**config.mk**
```make
export PLATFORM = sky130hd
export DESIGN_NAME = bram_port_arbiter_flat
export DESIGN_NICKNAME = d
export VERILOG_FILES = /design/src/rtl/bram_port_arbiter_if.sv /design/src/rtl/bram_port_arbiter.sv /design/src/flat_wrapper.sv
export SDC_FILE = /design/constraint.sdc
export NUM_CORES = 1
export LEC_CHECK = 0
export CAP_MARGIN = 20
export CORE_ASPECT_RATIO = 1.5
export CORE_MARGIN = 2
export CORE_UTILIZATION = 24
export DETAILED_ROUTE_END_ITERATION = 8
export PLACE_DENSITY = 0.77
export SETUP_SLACK_MARGIN = 0.15
export SLEW_MARGIN = 40
export SYNTH_ARGS = -nofsm -noshare
export SYNTH_HDL_FRONTEND = slang
export SYNTH_SLANG_ARGS = --single-unit
```
**constraint.sdc**
```tcl
create_clock -name clk -period 1.6 [get_ports clk]
set_input_delay 0.4 -clock clk [delete_from_list [all_inputs] [get_ports clk]]
set_output_delay 0.4 -clock clk [all_outputs]
set_load 0.02 [all_outputs]
```
**src/rtl/bram_port_arbiter_if.sv**
```systemverilog
// Bundle of both requester buses plus the shared RAM port seen by bram_port_arbiter.
// The slave modport is the arbiter's view; master is the requesters/RAM side.
interface bram_port_arbiter_if #(
  parameter int DATA_WIDTH = 8,
  parameter int ADDR_WIDTH = 6
);
  logic                  req0, req1;
  logic                  we0, we1;
  logic [ADDR_WIDTH-1:0] addr0, addr1;
  logic [DATA_WIDTH-1:0] wdata0, wdata1;
  logic                  last0, last1;
  logic                  gnt0, gnt1;
  logic                  rvalid0, rvalid1;
  logic [DATA_WIDTH-1:0] rdata0, rdata1;
  logic                  ram_we;
  logic [ADDR_WIDTH-1:0] ram_addr;
  logic [DATA_WIDTH-1:0] ram_wdata;
  logic [DATA_WIDTH-1:0] ram_rdata;

  modport slave (
    input  req0, req1, we0, we1, addr0, addr1, wdata0, wdata1, last0, last1, ram_rdata,
    output gnt0, gnt1, rvalid0, rvalid1, rdata0, rdata1, ram_we, ram_addr, ram_wdata
  );

  modport master (
    output req0, req1, we0, we1, addr0, addr1, wdata0, wdata1, last0, last1, ram_rdata,
    input  gnt0, gnt1, rvalid0, rvalid1, rdata0, rdata1, ram_we, ram_addr, ram_wdata
  );
endinterface

```
**src/rtl/bram_port_arbiter.sv**
```systemverilog
// Round-robin arbiter sharing one block-RAM port between two burst requesters.
// Define BRAM_ARB_BURST_LIMIT_EN to cap each ownership at MAX_BURST beats.
module bram_port_arbiter #(
  parameter int DATA_WIDTH = 8,
  parameter int ADDR_WIDTH = 6,
  parameter int MAX_BURST  = 16
) (
  input logic               clk,
  input logic               rst_n,
  bram_port_arbiter_if.slave bus
);

  typedef enum logic [1:0] {IDLE, OWN0, OWN1} state_t;

`ifdef BRAM_ARB_BURST_LIMIT_EN
  localparam bit LIMIT_EN = 1'b1;
`else
  localparam bit LIMIT_EN = 1'b0;
`endif
  localparam logic [7:0] BURST_LAST = 8'(MAX_BURST - 1);

  state_t     state;
  logic       prio;
  logic       owner;
  logic       rd0, rd1;
  logic [7:0] beat_cnt;
  logic       beat0, beat1;
  logic       burst_done;

  assign beat0      = (state == OWN0) && bus.req0;
  assign beat1      = (state == OWN1) && bus.req1;
  assign burst_done = LIMIT_EN && (beat_cnt == BURST_LAST);

  always_ff @(posedge clk or negedge rst_n) begin
    if (!rst_n) begin
      state    <= IDLE;
      prio     <= 1'b0;
      owner    <= 1'b0;
      beat_cnt <= 8'd0;
      rd0      <= 1'b0;
      rd1      <= 1'b0;
    end else begin
      rd0 <= beat0 && !bus.we0;
      rd1 <= beat1 && !bus.we1;
      case (state)
        IDLE: begin
          beat_cnt <= 8'd0;
          if (bus.req0 && (!bus.req1 || !prio)) begin
            state <= OWN0;
            prio  <= 1'b1;
            owner <= 1'b0;
          end else if (bus.req1) begin
            state <= OWN1;
            prio  <= 1'b0;
            owner <= 1'b1;
          end
        end
        OWN0: begin
          if (!bus.req0) begin
            state <= IDLE;
          end else begin
            beat_cnt <= beat_cnt + 8'd1;
            if (bus.last0 || burst_done) state <= IDLE;
          end
        end
        OWN1: begin
          if (!bus.req1) begin
            state <= IDLE;
          end else begin
            beat_cnt <= beat_cnt + 8'd1;
            if (bus.last1 || burst_done) state <= IDLE;
          end
        end
        default: state <= IDLE;
      endcase
    end
  end

  // Address/data follow the most recent owner; only ram_we needs to be exact outside a beat.
  assign bus.gnt0      = (state == OWN0);
  assign bus.gnt1      = (state == OWN1);
  assign bus.ram_we    = (beat0 && bus.we0) || (beat1 && bus.we1);
  assign bus.ram_addr  = owner ? bus.addr1  : bus.addr0;
  assign bus.ram_wdata = owner ? bus.wdata1 : bus.wdata0;
  assign bus.rvalid0   = rd0;
  assign bus.rvalid1   = rd1;
  assign bus.rdata0    = bus.ram_rdata;
  assign bus.rdata1    = bus.ram_rdata;

endmodule

```
**src/flat_wrapper.sv**
```systemverilog
// flat-port wrapper written by rule: the top's interface ports become plain ports
module bram_port_arbiter_flat 
#(
  parameter int DATA_WIDTH = 8,
  parameter int ADDR_WIDTH = 6,
  parameter int MAX_BURST  = 16
)
  (clk, rst_n, bus_req0, bus_req1, bus_we0, bus_we1, bus_addr0, bus_addr1, bus_wdata0, bus_wdata1, bus_last0, bus_last1, bus_ram_rdata, bus_gnt0, bus_gnt1, bus_rvalid0, bus_rvalid1, bus_rdata0, bus_rdata1, bus_ram_we, bus_ram_addr, bus_ram_wdata);
  bram_port_arbiter_if #(.DATA_WIDTH(DATA_WIDTH), .ADDR_WIDTH(ADDR_WIDTH)) bus_i ();
  input logic clk;
  input logic rst_n;
  input wire logic [$bits(bus_i.req0)-1:0] bus_req0;
  input wire logic [$bits(bus_i.req1)-1:0] bus_req1;
  input wire logic [$bits(bus_i.we0)-1:0] bus_we0;
  input wire logic [$bits(bus_i.we1)-1:0] bus_we1;
  input wire logic [$bits(bus_i.addr0)-1:0] bus_addr0;
  input wire logic [$bits(bus_i.addr1)-1:0] bus_addr1;
  input wire logic [$bits(bus_i.wdata0)-1:0] bus_wdata0;
  input wire logic [$bits(bus_i.wdata1)-1:0] bus_wdata1;
  input wire logic [$bits(bus_i.last0)-1:0] bus_last0;
  input wire logic [$bits(bus_i.last1)-1:0] bus_last1;
  input wire logic [$bits(bus_i.ram_rdata)-1:0] bus_ram_rdata;
  output wire logic [$bits(bus_i.gnt0)-1:0] bus_gnt0;
  output wire logic [$bits(bus_i.gnt1)-1:0] bus_gnt1;
  output wire logic [$bits(bus_i.rvalid0)-1:0] bus_rvalid0;
  output wire logic [$bits(bus_i.rvalid1)-1:0] bus_rvalid1;
  output wire logic [$bits(bus_i.rdata0)-1:0] bus_rdata0;
  output wire logic [$bits(bus_i.rdata1)-1:0] bus_rdata1;
  output wire logic [$bits(bus_i.ram_we)-1:0] bus_ram_we;
  output wire logic [$bits(bus_i.ram_addr)-1:0] bus_ram_addr;
  output wire logic [$bits(bus_i.ram_wdata)-1:0] bus_ram_wdata;
  assign bus_i.req0 = bus_req0;
  assign bus_i.req1 = bus_req1;
  assign bus_i.we0 = bus_we0;
  assign bus_i.we1 = bus_we1;
  assign bus_i.addr0 = bus_addr0;
  assign bus_i.addr1 = bus_addr1;
  assign bus_i.wdata0 = bus_wdata0;
  assign bus_i.wdata1 = bus_wdata1;
  assign bus_i.last0 = bus_last0;
  assign bus_i.last1 = bus_last1;
  assign bus_i.ram_rdata = bus_ram_rdata;
  assign bus_gnt0 = bus_i.gnt0;
  assign bus_gnt1 = bus_i.gnt1;
  assign bus_rvalid0 = bus_i.rvalid0;
  assign bus_rvalid1 = bus_i.rvalid1;
  assign bus_rdata0 = bus_i.rdata0;
  assign bus_rdata1 = bus_i.rdata1;
  assign bus_ram_we = bus_i.ram_we;
  assign bus_ram_addr = bus_i.ram_addr;
  assign bus_ram_wdata = bus_i.ram_wdata;
  bram_port_arbiter #(.DATA_WIDTH(DATA_WIDTH), .ADDR_WIDTH(ADDR_WIDTH), .MAX_BURST(MAX_BURST)) u_core (.clk(clk), .rst_n(rst_n), .bus(bus_i));
endmodule
```
# After elaboration in Yosys (flattened, before gate mapping)
# Cells that the tools add are included.
[word_totals] register_bits=6 input_bits=44 out_inout_bits=35
[op_classes] n_eq_ne=5 n_mux=13 reduce_logical=17
[op_table] cell="two-way mux 2 bit" count=6
[op_table] cell="two-way mux 8 bit" count=1
[op_table] cell="logical AND 1 bit" count=7
[op_table] cell="two-way mux 6 bit" count=1
[op_table] cell="inequality test 3 bit (second input constant)" count=2
[op_table] cell="case mux 2 bit (3 select lines)" count=1
[op_table] cell="zero test 1 bit" count=4
[op_table] cell="two-way mux 1 bit" count=4
[op_table] cell="inequality test 3 x 2 -> 1 bit (second input constant)" count=1
[op_table] cell="AND reduction 3 bit" count=1
[op_table] cell="equality test 2 x 1 -> 1 bit (second input constant)" count=1
[op_table] cell="equality test 2 bit (second input constant)" count=1
[op_table] cell="zero test 2 bit" count=1
[op_table] cell="logical OR 1 bit" count=2
[op_table] cell="AND reduction 2 bit" count=1
[op_table] cell="nonzero test 2 bit" count=1

# Logic depth before layout (Yosys ltp)
# Gate-level depths: netlist (run 1).
[depth] depth_word=5 ltp_mapped=3 ltp_nobuf=2

# Worst setup path after synthesis (run 1)
# OpenSTA, ideal clock, no wires.
[synth_timing] path_kind="register to output" from="reg u_core.owner" to="out bus_ram_addr[1]" arrival_ps=982 slack_ps=218 path_stages_with_launch=4 path_buffers=2 cell_sequence="dfrtp_1 -> buf_2 -> buf_6 -> mux2_2"
[synth_between] elab_chain_len=1
[synth_lines] element="start: declaration" line_no="bram_port_arbiter.sv:24" source="logic owner;"
[synth_lines] element="start signal: assignment" line_no="bram_port_arbiter.sv:38" source="owner <= 1'b0;"
[synth_lines] element="start signal: assignment" line_no="bram_port_arbiter.sv:51" source="owner <= 1'b0;"
[synth_lines] element="start signal: assignment" line_no="bram_port_arbiter.sv:55" source="owner <= 1'b1;"
[synth_lines] element="two-way mux 6 bit" line_no="bram_port_arbiter.sv:83" source="assign bus.ram_addr = owner ? bus.addr1 : bus.addr0;"
[synth_lines] element="end: declaration" line_no="flat_wrapper.sv:30" source="output wire logic [$bits(bus_i.ram_addr)-1:0] bus_ram_addr;"
# Every way passes these cells.

# Worst setup path after layout (run 1)
[layout_timing] from="reg u_core.owner" to="out bus_ram_wdata[1]"
[layout_between] elab_chain_len=1
[layout_lines] element="two-way mux 8 bit" line_no="bram_port_arbiter.sv:84" source="assign bus.ram_wdata = owner ? bus.wdata1 : bus.wdata0;"
[layout_lines] element="end: declaration" line_no="flat_wrapper.sv:31" source="output wire logic [$bits(bus_i.ram_wdata)-1:0] bus_ram_wdata;"
# Every way passes these cells.

==> results, run 1 <==
- For this block, the initial DRC count from the detailed router was 3.
- The kind of critical path is flop to primary output.
- The clock arrives with between 0.003 and 0.004 ns of skew.
- Summing all non-filler instances in the final layout gives an area of ~1200 µm².
- The final period demand of the worst path is 1.70 ns.
- The final core area utilization is 51.6%.
- The endpoint of the worst-slack reg-to-reg timing path is u_core.owner.
- The dominant cell type by area after synthesis is mux2_2.
- The top cell type by area accounts for 26.8% of the synthesized area.
- The number of buffers added to fix hold violations after cts is 0.
- In this run the worst path has a maximum fanout of 7.
- The floorplan step set the die width to approximately 44 µm.
- The worst slew slack as a fraction of its limit is about three quarters.
- The global placer's final weighted congestion is around 0.76.
- The number of antenna violations at the first check in global routing is 0.
- Sorting the synthesized cells by area gives the leading types as mux2_2, dfrtp_1, buf_4.
- Counting every sink on the clock net gives 6.
- The power per standard cell area is 1230 nW/µm².
- Detailed placement ended at an HPWL of 1500 µm.
- Timing analysis after detailed placement gives a worst setup slack of -0.573 ns.
- The critical path contains buffers and inverters numbering 2 combined.
- Net switching is a little over a third of the power.
- After detailed routing, the number of vias per cell comes to about 4.5.
- Setup violations remaining at the end of the flow were counted as 15.
- The number of global-route vias before repair is around 700.
- Wires add up to 2060 µm.
- The internal portion of the total power is about 1000 µW.
- The later pin in the worst-skew pair is clocked with a latency of roughly 0.25 ns.
- The slew of the pin with the lowest slew margin is 0.354 ns.
- The per-instance average area after synthesis is approximately 10 µm².
- The cell area after placement is around 1100 µm².
- Compared with the post-synthesis result, the final layout area differs by 110%.
- The share of the Yosys chip area taken by registers is 25.5%.
- The achievable frequency is between 500 and 600 MHz.
- The longest clock path from root to sink contains 2 buffers.
- Synthesis produced 57 cells.
- Data arrives at the worst endpoint at between 1 and 1.5 ns.
- In the final layout, flip-flops and latches occupy roughly 150 µm².
- The worst-case register-to-register setup slack is between 0.15 and 0.2 ns.
- The number of nets at the end of the flow is approximately 150.
- The sum of negative setup slack is -1.05 ns.
- In this run, flip-flops and latches consume 15.6% of the power.
- The critical path's top delay family is flip-flops.
- The clock network is responsible for a little under 10% of the overall power.
- The final-report hold violation count is 0.
- In this run the power spent charging and discharging nets is roughly 540 µW.
- The total I/O pin count is 79.
- In this run the static leakage power is approximately 0.00059 µW.
- The H-tree depth is 1.
- The count of final max-slew check failures is 0.
- The number of design rule violations left after detail routing is 0.
- The detail route stage leaves a number of antenna-violating nets equal to 0.
- For this run, the slowest stage of the critical path takes 0.40 ns.
- The flow ran to the end, but the final reports show violations.
- The worst path uses 106% of the clock period.
- The kind of end point of the critical path is a primary output.
- Max-cap violations in this run came to 0.
- The data required time at the worst endpoint is about 1.2 ns.
- TritonCTS built the clock tree.
- The number of nets handed over by synthesis was between 100 and 150.
- The first detailed-routing pass took 2 iterations.
- The clock tree root driver cell is clkbuf_4.
- After layout, the worst setup slack is -0.100 ns.
- Input and output buffers added on the ports amount to 54.
- The all-layer global routing usage is between 10% and 20%.
- The initial core utilization is about a quarter.
- The area of the mapped netlist is around 600 µm².
- The layout has 220 filler cells.
- Summed over all layers, the global routing overflow is 0.
- For this design, the slowest cell found on the critical path is dfrtp_2.
- The signal on the critical path passes through clkbuf_16 -> mux2_2 -> buf_6.
- The core region area is roughly 2400 µm².
- The per-cell routed wire length is around 16 µm.
- The number of inserted diodes is 0.
- The logic depth of the worst register-to-register path is 5.
- The maximum number of pins on one net before global-route repair is 9.
- The floorplan has 22 rows.
- In this run the critical register-to-register path is launched from u_core.state[1].
- Leaving out fill and tap cells, the most frequent cell in the layout is clkdlybuf4s50_1.
- From bottom edge to top edge, the die measures approximately 65 µm.
- The CTS buffer count is 3.
- The multi-input combinational cells in the finished layout cover a total of 333 µm².
- The number of warnings reported in the yosys synthesis log is 0.
- The ratio of cells with drive above 1 in the final layout is 48.6%.
- The type of the worst min-delay path is input port to asynchronous set/reset pin.
- The final reports fail on setup timing.
- The total die area is about 2900 µm².
- The wire length of the first global-routing pass is ~3000 µm.
- The register bit count reported by yosys is 6.
- The clock transition at the registers of the reported paths is ~0.05 ns.
- The startpoint kind of the worst setup timing path is a flop.
- Of the total power, combinational logic draws around 75%.
- Counting distinct cell types in the post-synthesis netlist gives 20.
- The total via count after detailed routing is 594.
- Setup repair after global routing could not meet its margin everywhere.
- In the layout the commonest cells are clkdlybuf4s50_1, buf_6, mux2_4.
- The worst ir drop on vdd is around 0.71 mV.
-- synth_stat cells --
library cell / number
inv_1: 2
buf_2: 1
buf_6: 1
and4bb_2: 1
a2111oi_1: 1
nor3b_1: 2
or3b_1: 1
o2111a_1: 1
mux2i_1: 1
buf_4: 17
o22a_1: 1
nand2_1: 2
and2b_1: 1
dfrtp_1: 6
nor2_1: 1
mux2_2: 14
and2_1: 1
nor4_1: 1
and4b_1: 1
a41o_2: 1
-- through the flow --
step | cells | hold slack [ns] | power, µW
finish | 131 | 0.396 | 1520
global placement | 124 | 0.503 | 1110
CTS | 130 | 0.405 | 1460
detailed placement | 124 | 0.520 | 1120
global route | 131 | 0.427 | 1590
floorplan | 57 | 0.104 | 758
-- flip-flops by register name, summed over array words and instances, names as in the netlist --
register and count:
u_core.prio 1, u_core.owner 1, u_core.bus.rvalid1 1, u_core.bus.rvalid0 1
u_core.state 2
-- metal layers --
metal / global-route usage, % / part of all wire (%)
met1: 14.2 / 34
met2: 24.8 / 54
met3: 1.67 / 7.9
met4: 12.1 / 4.9
met5: 0 / 0
-- worst max-delay path by stage --
stage	startpoint	end	cells after the start
2_1_floorplan	u_core.owner	bus_ram_addr[1]	3
3_3_place_gp	bus_req1	bus_ram_we	4
3_5_place_dp	bus_req1	bus_ram_we	4
4_1_cts	u_core.owner	bus_ram_addr[3]	3
5_1_grt	u_core.owner	bus_ram_wdata[1]	3
6_report	u_core.owner	bus_ram_wdata[1]	3
-- worst reg2reg max path: stages (launching register included) --
cell,delay (ns)
dfrtp_2,0.43
buf_6,0.13
buf_6,0.10
buf_6,0.11
or3b_4,0.39
o22a_1,0.16
-- cell families (layout without fill, tap and decap cells) --
group / Yosys count / after routing / synth area share (%)
mux: 15 / 15 / 28.5
compound gates: 4 / 4 / 7.02
simple gates: 11 / 11 / 13.2
buf+inv: 21 / 71 / 25.7
flops: 6 / 6 / 25.5
-- power groups by stage --
stage	combinational [µW]	sequential [µW]	clock, µW
2_1_floorplan	541	218	0
3_5_place_dp	892	228	0
5_1_grt	1180	243	161
3_3_place_gp	882	225	0
4_1_cts	1070	245	146
6_report	1130	237	147
-- area by class of cell --
| class | count | share of cell area (%) |
|---|---|---|
| Sequential cell | 6 | 12.3 |
| Clock buffer | 3 | 1.82 |
| Tap cell | 24 | 2.43 |
| Timing Repair Buffer | 66 | 55.9 |
| Inverter | 2 | 0.607 |
| Multi-Input combinational cell | 30 | 26.9 |
-- timing repair --
item / in CTS / in global routing
pin swaps: 2 / 2
gates cloned: 1 / 0
endpoints found under the setup margin: 19 / 19
resized for setup: 113 / 14
buffers inserted: 2 / 1
Note: power is estimated with default switching activity, not from simulation.
==> run 2, diff against run 1 <==
ABC_AREA = 1   (was default)
CORE_ASPECT_RATIO = 1.4   (was 1.5)
CORE_UTILIZATION = 25   (was 24)
PLACE_DENSITY = 0.79   (was 0.77)
SLEW_MARGIN = 25   (was 40)
==> run 2 against run 1 <==
- maximum frequency grew 14%
- global-route usage fell by 3.4 points
- critical path type unchanged
- design area shrank 17%
- critical endpoint is now bus_ram_wdata[3]
- clock power fell by 10%
- via count up 17%
- combinational power down 6%
- sequential share of layout area increased by 2.5 points
- non-clock buffer count is 6 lower
- the run now ends clean
- sequential power grew 11%
==> results, run 2 <==
- The post-synth net total is 139 (was 101).
- The reported leakage power was 0.000614 µW (was 0.000593 µW).
- Setup repair after global routing missed its margin: yes (unchanged).
- The post-route antenna net violation count came to 0 (unchanged).
- The number of nets at the end of the flow is 185 (was 153).
- The final-report hold violation count was 0 (unchanged).
- The multiplexer share of the synthesized area came to 0% (was 28.5%).
- The HPWL after detailed placement is 1430 µm (was 1500 µm).
- The most instantiated library cell after synthesis is nand2_1 (was buf_4).
- The data required time at the worst endpoint is 1.20 ns (about the same).
- The final period demand of the worst path came to 1.50 ns (was 1.70 ns).
- The slew of the pin with the lowest slew margin is 0.264 ns (was 0.354 ns).
- The kind of critical path is flop to primary output (unchanged).
- The number of buffers added to fix hold violations after cts came to 0 (unchanged).
- The post-synthesis sequential area ratio is 25.3% (was 25.5%).
- The number of antenna violations at the first check in global routing is 0 (unchanged).
- The wire length of the first global-routing pass came to 2260 µm (was 3000 µm).
- The maximum number of pins on one net before global-route repair is 29 (was 9).
- The number of inserted diodes came to 0 (unchanged).
- The number of design rule violations left after detail routing came to 0 (unchanged).
- The post-layout instance count excluding filler cells is 161 (was 131).
- The xor/xnor share of the synthesized area is 0% (unchanged).
- The dominant cell type by area after synthesis was dfrtp_1 (was mux2_2).
- The total wirelength of the detailed-routed design is 1640 µm (was 2060 µm).
- The share of async-settable or async-resettable flops after synthesis is 100% (unchanged).
- The clock sink total is 6 (unchanged).
- The count of final max-slew check failures is 0 (unchanged).
- The per-cell routed wire length was 10.2 µm (was 15.7 µm).
- The largest family of logic cells by synthesized area is buffers and inverters (was multiplexers).
- The CTS buffer count was 3 (unchanged).
- The all-layer global routing usage came to 10.8% (was 14.2%).
- The clock tree root driver cell is clkbuf_4 (unchanged).
- The type of the worst min-delay path is input port to flop (was input port to asynchronous set/reset pin).
- The kind of end point of the critical path is a primary output (unchanged).
- The number of warnings reported in the yosys synthesis log is 0 (unchanged).
- The share of the clock period used by the worst path after layout is 93.5% (was 106%).
- The number of cell rows is 20 (was 22).
- The clock tree from TritonCTS is built (unchanged).
- Commonest cells in the synthesized netlist: nand2_1, inv_1, buf_4 (was buf_4, mux2_2, dfrtp_1).
- The flip-flop count of the largest register, all copies and words added was 2 (unchanged).
- The synthesized-area fraction occupied by ao, oa, aoi and oai cells is 12.7% (was 7.02%).
- The count of input and output buffers is 54 (unchanged).
- The startpoint kind of the worst setup timing path is a flop (unchanged).
- The power per standard cell area is 1420 nW/µm² (was 1230 nW/µm²).
- The total via count after detailed routing is 697 (was 594).
- Leading cell types in the layout, fill and taps excluded: dlygate4sd2_1, nand2_1, buf_4 (was clkdlybuf4s50_1, buf_6, mux2_4).
- The global placer's final weighted congestion was 0.778 (was 0.763).
- The H-tree depth is 1 (unchanged).
- The per-instance average area after synthesis is 6.24 µm² (was 10.3 µm²).
- The chip width is 45.2 µm (was 44.4 µm).
- The number of max-capacitance violations reported was 0 (unchanged).
- The ratio of cells with drive above 1 in the final layout is 22.3% (was 48.6%).
- The number of distinct library cells after synthesis is 12 (was 20).
- The synthesized netlist cell count is 95 (was 57).
- The layout-stage area growth over the synthesis result is 72.4% (was 110%).
- The core region area was 2200 µm² (was 2390 µm²).
- The area fraction in and, or, nand and nor cells after synthesis is 25.7% (was 13.2%).
- The worst clock skew came to 0.000604 ns (was 0.00380 ns).
- The adder and majority gate portion of the synthesized area was 0% (unchanged).
- The worst ir drop on vdd is 0.698 mV (was 0.711 mV).
- The worst-skew pair later-pin latency is 0.23 ns (was 0.25 ns).
- Outcome: finished, final reports clean (was finished with violations).
- The total I/O pin count is 79 (unchanged).
- The die outline height is 61.6 µm (was 64.6 µm).
- The final global-route overflow total is 0 (unchanged).
- The final core area utilization is 46.4% (was 51.6%).
- The final setup violation count came to 0 (was 15).
- The worst slew slack as a fraction of its limit is 82.3% (was 76.3%).
- The achievable frequency came to 669 MHz (was 588 MHz).
- The area of the mapped netlist is 593 µm² (was 588 µm²).
- The maximum net fanout on the critical path is 28 (was 7).
- The data arrival time at the worst-slack endpoint was 1.10 ns (was 1.30 ns).
- The initial core utilization is 26.9% (was 24.6%).
- The number of enable flip-flop cells after synthesis is 0 (unchanged).
- The clock transition at the registers of the reported paths is 0.04 ns (was 0.05 ns).
- The total power after layout is 1450 µW (was 1520 µW).
- The number of placed instances with taps included is 158 (was 124).
- The most frequent standard cell in the layout excluding fill and tap cells is dlygate4sd2_1 (was clkdlybuf4s50_1).
- The fraction of post-synthesis cell area in the top cell type by area is 25.3% (was 26.8%).
- The dominant synthesized flop cell is dfrtp_1 (unchanged).
- The maximum clock insertion buffer count is 2 (unchanged).
- The iteration count of the initial detailed-routing pass is 6 (was 2).
- The register name with the most flops is u_core.state (unchanged).
- The total die area is 2780 µm² (was 2870 µm²).
- The average vias per placed instance is 4.33 (was 4.53).
- The register bit count reported by yosys was 6 (unchanged).
- The number of global-route vias before repair is 577 (was 701).
- The number of DRC markers in iteration 0 was 7 (was 3).
- Leading post-synthesis cells by cell area: dfrtp_1, buf_4, nand2_1 (was mux2_2, dfrtp_1, buf_4).
==> run 2: changes by cell type after synthesis, moves of 2 or more <==
cell | before | now
inv_1 | 2 | 19
mux2_2 | 14 | 0
nand2_1 | 2 | 25
nand3_1 | 0 | 6
nor2_1 | 1 | 3
nor3b_1 | 2 | 0
o21ai_0 | 0 | 14
==> run 2: area by class of cell <==
cell class / count / area [µm²]
Clock buffer: 3 / 22.5
Sequential cell: 6 / 151
Multi-Input combinational cell: 51 / 228
Timing Repair Buffer: 60 / 522
Fill cell: 248 / 1180
Inverter: 19 / 71.3
Tap cell: 22 / 27.5
==> run 2: critical path, stage by stage (launching register included) <==
cell     delay, ns
dfrtp_1       0.40
buf_12        0.17
o21ai_1       0.13
buf_4         0.16
==> run 2: per-layer routing <==
metal / GRT usage (%) / vias to the layer above / wire [µm]
met5: 0 / - / 0
met4: 5.04 / 0 / 19
met3: 5.57 / 2 / 379
met2: 19.6 / 57 / 671
met1: 9.79 / 279 / 564
li1: - / 359 / -
==> run 2: kinds of logic (layout without fill, tap and decap cells) <==
kind of cell	count (synthesis)	after routing
flops	6	6
compound gates	15	15
simple gates	36	36
buf+inv	38	82
==> run 2: path summary, 6_finish.rpt <==
| path | from | endpoint | slack (ns) | cells after the start |
|---|---|---|---|---|
| setup reg to reg | u_core.state[0] | u_core.owner | 0.52 | 5 |
| max in group asynchronous | rst_n | u_core.state[0] | 0.97 | 1 |
| setup / recovery | u_core.owner | bus_ram_wdata[3] | 0.10 | 3 |
| min in group asynchronous | rst_n | u_core.bus.rvalid1 | 0.40 | 1 |
| hold / removal | bus_we1 | u_core.bus.rvalid1 | 0.36 | 2 |
| hold reg to reg | u_core.prio | u_core.prio | 0.49 | 2 |
==> run 2: power by group <==
part           internal [µW]  total [µW]  leakage, µW  switching, µW
Sequential               208         263    0.0000759           55.0
Clock                   84.4         132    0.0000138           47.5
Combinational            483        1060     0.000524            575
==> run 2: what timing repair did <==
action	CTS	global route
buffers inserted	0	0
gates resized for setup	144	5
pin swaps	22	2
setup endpoints to repair	19	17
==> run 2: per-stage QoR <==
| step | worst slack, ns | TNS (ns) | instance area (µm²) | hold slack (ns) |
|---|---|---|---|---|
| after floorplan | 0.190 | 0 | 593 | 0.104 |
| after global placement | -0.504 | -6.68 | 1070 | 0.465 |
| after detailed placement | -0.504 | -6.87 | 1070 | 0.489 |
| after CTS | 0.0521 | 0 | 1010 | 0.410 |
| after global routing | 0.0342 | 0 | 1020 | 0.363 |
| final | 0.104 | 0 | 1020 | 0.356 |
==> run 3, diff against run 2 <==
GPL_ROUTABILITY_DRIVEN = 0   (was default)
==> results of run 3 <==
Same layout as run 2: the final DEF is identical, and so are final timing and power.
